`src/rtl/alu_issue_ctrl.sv`:
```
// Instruction issue controller for the 32-bit ALU: decodes R-type/ADDI words, reads operands
// from a 32x32 register file, waits out the ALU latency and writes the result back.
module alu_issue_ctrl #(
  parameter int unsigned ALU_LAT = 1
) (
  input  logic        clk_i,
  input  logic        rst_ni,
  input  logic        instr_valid_i,
  output logic        instr_ready_o,
  input  logic [31:0] instr_i,
  output logic [3:0]  alu_cntrl_o,
  output logic [31:0] alu_rs1_o,
  output logic [31:0] alu_rs2_o,
  input  logic [31:0] alu_out_i,
  output logic        wb_valid_o,
  output logic [4:0]  wb_rd_o,
  output logic [31:0] wb_data_o,
  output logic        illegal_o,
  input  logic [4:0]  dbg_raddr_i,
  output logic [31:0] dbg_rdata_o
);

  typedef enum logic [2:0] {StIdle, StIssue, StWait, StWb, StIll} state_e;

  state_e      state_q, state_d;
  logic [2:0]  cnt_q, cnt_d;
  logic [4:0]  rd_q, rd_d;
  logic [3:0]  cntrl_q, cntrl_d;
  logic [31:0] rs1_q, rs1_d;
  logic [31:0] rs2_q, rs2_d;
  logic        ready_q, ready_d;
  logic [31:0] rf_q [32];

  logic [6:0]  opcode;
  logic [4:0]  rd_f, rs1_f, rs2_f;
  logic [2:0]  f3;
  logic [6:0]  f7;
  logic [31:0] imm;
  logic [3:0]  dec_cntrl;
  logic        dec_legal;
  logic        dec_imm;
  logic        accept;

  assign opcode = instr_i[6:0];
  assign rd_f   = instr_i[11:7];
  assign f3     = instr_i[14:12];
  assign rs1_f  = instr_i[19:15];
  assign rs2_f  = instr_i[24:20];
  assign f7     = instr_i[31:25];
  assign imm    = {{20{instr_i[31]}}, instr_i[31:20]};
  assign accept = instr_valid_i & ready_q;

  always_comb begin
    dec_cntrl = 4'd0;
    dec_legal = 1'b0;
    dec_imm   = 1'b0;
    if (opcode == 7'b0110011) begin
      dec_legal = 1'b1;
      case ({f3, f7})
        {3'd0, 7'h00}: dec_cntrl = 4'd1;
        {3'd0, 7'h20}: dec_cntrl = 4'd2;
        {3'd1, 7'h00}: dec_cntrl = 4'd3;
        {3'd5, 7'h00}: dec_cntrl = 4'd4;
        {3'd5, 7'h20}: dec_cntrl = 4'd5;
        {3'd2, 7'h00}: dec_cntrl = 4'd6;
        {3'd3, 7'h00}: dec_cntrl = 4'd7;
        {3'd4, 7'h00}: dec_cntrl = 4'd8;
        {3'd6, 7'h00}: dec_cntrl = 4'd9;
        {3'd7, 7'h00}: dec_cntrl = 4'd10;
        default:       dec_legal = 1'b0;
      endcase
    end else if (opcode == 7'b0010011 && f3 == 3'd0) begin
      dec_cntrl = 4'd1;
      dec_legal = 1'b1;
      dec_imm   = 1'b1;
    end
  end

  always_comb begin
    state_d = state_q;
    cnt_d   = cnt_q;
    rd_d    = rd_q;
    cntrl_d = cntrl_q;
    rs1_d   = rs1_q;
    rs2_d   = rs2_q;
    unique case (state_q)
      StIdle: begin
        if (accept) begin
          if (dec_legal) begin
            state_d = StIssue;
            cntrl_d = dec_cntrl;
            rs1_d   = rf_q[rs1_f];
            rs2_d   = dec_imm ? imm : rf_q[rs2_f];
            rd_d    = rd_f;
          end else begin
            state_d = StIll;
          end
        end
      end
      StIssue: begin
        cnt_d   = 3'(ALU_LAT - 1);
        state_d = (ALU_LAT <= 1) ? StWb : StWait;
      end
      StWait: begin
        if (cnt_q <= 3'd1) begin
          state_d = StWb;
        end else begin
          cnt_d = cnt_q - 3'd1;
        end
      end
      StWb: begin
        state_d = StIdle;
        cntrl_d = 4'd0;
        rs1_d   = '0;
        rs2_d   = '0;
      end
      StIll:   state_d = StIdle;
      default: state_d = StIdle;
    endcase
    // Ready is registered, so it tracks the state we are about to enter.
    ready_d = (state_d == StIdle);
  end

  always_ff @(posedge clk_i or negedge rst_ni) begin
    if (!rst_ni) begin
      state_q <= StIdle;
      cnt_q   <= '0;
      rd_q    <= '0;
      cntrl_q <= '0;
      rs1_q   <= '0;
      rs2_q   <= '0;
      ready_q <= 1'b0;
    end else begin
      state_q <= state_d;
      cnt_q   <= cnt_d;
      rd_q    <= rd_d;
      cntrl_q <= cntrl_d;
      rs1_q   <= rs1_d;
      rs2_q   <= rs2_d;
      ready_q <= ready_d;
    end
  end

  // x0 is never written, so operand reads of x0 see the reset value 0.
  always_ff @(posedge clk_i or negedge rst_ni) begin
    if (!rst_ni) begin
      for (int i = 0; i < 32; i++) begin
        rf_q[i] <= '0;
      end
    end else if (state_q == StWb && rd_q != 5'd0) begin
      rf_q[rd_q] <= alu_out_i;
    end
  end

  assign instr_ready_o = ready_q;
  assign alu_cntrl_o   = cntrl_q;
  assign alu_rs1_o     = rs1_q;
  assign alu_rs2_o     = rs2_q;
  assign wb_valid_o    = (state_q == StWb);
  assign wb_rd_o       = wb_valid_o ? rd_q : 5'd0;
  assign wb_data_o     = wb_valid_o ? alu_out_i : 32'd0;
  assign illegal_o     = (state_q == StIll);
  assign dbg_rdata_o   = (dbg_raddr_i == 5'd0) ? 32'd0 : rf_q[dbg_raddr_i];

endmodule

```
`config.mk`:
```
export PLATFORM = sky130hd
export DESIGN_NAME = alu_issue_ctrl
export DESIGN_NICKNAME = d
export VERILOG_FILES = /design/src/rtl/alu_issue_ctrl.sv
export SDC_FILE = /design/constraint.sdc
export NUM_CORES = 2
export LEC_CHECK = 0
export ABC_AREA = 0
export CAP_MARGIN = 20
export CORE_ASPECT_RATIO = 1.25
export CORE_MARGIN = 2
export CORE_UTILIZATION = 25
export DETAILED_ROUTE_END_ITERATION = 8
export PLACE_DENSITY_LB_ADDON = 0.15
export SYNTH_ARGS = -nofsm -noshare
export SYNTH_HDL_FRONTEND = slang
export SYNTH_SLANG_ARGS = --single-unit
```
`constraint.sdc`:
```
create_clock -name clk_i -period 4.5 [get_ports clk_i]
set_clock_uncertainty 0.2 [all_clocks]
set_input_delay 0.45 -clock clk_i [delete_from_list [all_inputs] [get_ports clk_i]]
set_output_delay 0.45 -clock clk_i [all_outputs]
set_load 0.03 [all_outputs]
```
==> metrics <==
Via density about 5.5; Rows 210; RePlAce Congestion 0.7723; Layout area overhead 18.17%; final hold vios 0; layout cell share with drive strength beyond 1 0.5253; Post-synth EDFFs 0; Layout fillers around 26000; Critical Path Source Type flip-flop; Pleak 0.03212 uW; port bufs between 200 and 250; Core Util, Final 0.2966; chip width about 460 um; ANT nets after route 0; DIE HEIGHT 576.8 um; H-tree levels 4; net switching power approximately 7000 uW; internal power roughly 19000 uW; Non-Filler Instances ~8000; Synth cell types 65; Root Driver clkbuf_16; Final Cycle Share 0.9235; worst-margin pin slew about 1200 ps; sequential power share 0.398; Top FF cell, synth dfrtp_1; Ports between 200 and 250; CTS Buf Count ~140; Vias roughly 44000; Max Freq 0.2406 GHz; NumNets Final ~4500; Setup TNS 0 ps; wirelength, routed around 280000 um; Comb pwr share 0.129; top cell type's share of synthesized area 0.4210; main area contributors after synthesis dfrtp_1, mux4_2, mux2_2; Core Region 261400 um^2; DRC viols 0; post-DP HPWL between 150000 and 200000 um; Synth area leader dfrtp_1; Placed Cells a little under 8000; First DRT Iteration DRCs around 3700; clock share of power 0.473; synth warn 0; Critical Path RT 3850 ps; kind of critical path reg2out; post-layout minimum cycle time slightly above 4000 ps; fin. max-slew vios 0; Hold Crit Class in2reg; wire per inst ~35 um; status completed; net count after synthesis 4435; crit-path max FO 22; initial antenna violation count 13; CP Capture Type output port; final setup fails 0; CTS tree built; Congestion Overflow GR 0; vias in the first global route between 40000 and 50000; asr flop ratio synth 1.000; Syn Std Cell Area between 60000 and 70000 um^2; design area around 78000 um^2; Syn Inst Count approximately 4400; commonest non-fill, non-tap cell in the layout dfrtp_1; VDD IR max between 300 and 400 uV; sequential area share after synthesis 0.4210; Switching Fraction 0.2770; Slew HR 0.2193; clock buffer depth 3; DR pass1 iterations 7; #FFs+latches synth between 1000 and 1500; largest net degree at the start of global routing 130; unrepaired setup endpoints after global routing false; Clock Pin Slew Worst Setup and Hold Paths around 60 ps; Resize count post-CTS 0; commonest cells after routing, fill and taps aside dfrtp_1, mux2_2, mux4_2; Placed Instance Area between 70000 and 80000 um^2; post-CTS setup buffers 0; TritonCTS sink count around 1100; max-cap violations 0; first-pass GRT wire length 391200 um; syn avg cell area approximately 15 um^2; WP data arrival 3510 ps; PD cells approximately 330 nW/um^2; Initial Utilization 0.2510; die area 266600 um^2; clock latency on the worst-skew pair between 800 and 900 ps; GRT Total Usage 0.2094
==> stage by stage <==
step	power (uW)	hold WS [ps]	setup WS [ps]
after floorplan	12270	-45.59	1574
after global placement	13830	199.1	567.3
after detailed placement	13840	205.7	562.8
after CTS	26240	11.67	216.4
after global routing	26750	55.97	212.1
final	25870	42.89	344.1
==> critical path, stage by stage, from the launching register on <==
cell,delay (ps)
dfrtp_1,600
nand3b_4,260
inv_4,530
buf_4,350
and2_1,240
clkdlybuf4s50_1,700
==> final timing paths <==
kind / start / endpoint / slack (ps) / cells after the start
min in group asynchronous: rst_ni / rf_q[648] / 540 / 3
max: state_q[0] / wb_data_o[8] / 340 / 5
max reg2reg: state_q[0] / rf_q[337] / 870 / 6
min: instr_i[11] / rd_q[4] / 40 / 3
min reg2reg: rf_q[992] / rf_q[992] / 210 / 0
max in group asynchronous: rst_ni / rf_q[473] / 2400 / 5
==> sequential cells by signal (all words and copies together) (netlist names) <==
register       count
alu_rs1_o         32
rf_q            1024
alu_cntrl_o        4
cnt_q              3
instr_ready_o      1
alu_rs2_o         32
state_q            3
rd_q               5
==> power groups by stage <==
| stage | combinational (uW) | sequential, uW | clock, uW |
|---|---|---|---|
| after global routing | 3510 | 10300 | 12900 |
| after detailed placement | 3360 | 10500 | 0 |
| after global placement | 3360 | 10500 | 0 |
| final | 3330 | 10300 | 12200 |
| after floorplan | 1880 | 10400 | 0 |
| after CTS | 3380 | 10300 | 12600 |
==> routing by layer <==
metal	global-route usage	vias to the layer above	wire, um
met5	0	-	0
met4	0.06656	0	9093
met3	0.03392	403	15210
met2	0.3449	1623	135800
met1	0.2803	24810	120300
li1	-	17510	-
==> layout make-up <==
type	instances	area (um^2)	share of cell area
antenna	1	2.502	0.00003227
clock buffer	201	4169	0.05376
clock inverter	53	783.3	0.01010
inverter	41	156.4	0.002017
multi-input combinational	2691	35680	0.4601
sequential	1104	27630	0.3562
tap	3498	4377	0.05644
timing repair buffer	454	4753	0.06129
==> synthesized netlist by cell type (35+ instances only) <==
master	instances
a22o_1	107
buf_4	35
buf_1	38
clkbuf_1	242
dfrtp_1	1104
a221oi_1	65
mux2i_1	77
a211oi_1	45
buf_2	196
and2_1	42
nand2_1	58
nor2_1	75
mux4_2	784
mux2_2	1047
o21ai_1	36
nand3_1	57
inv_1	40
==> cells by family after synthesis <==
kind of cell,after synthesis,synth area share
buf+inv,566,0.03962
xor+xnor,2,0.0002670
mux,1922,0.4629
flops,1104,0.4210
simple gates,361,0.02978
fa+ha+maj,3,0.0005338
compound gates,403,0.04595
==> repair_timing <==
item,4_1_cts,5_1_grt
endpoints found under the hold margin,254,0
setup endpoints to repair,0,0
hold buffers,7,0
(Power assumes the default switching activity.)
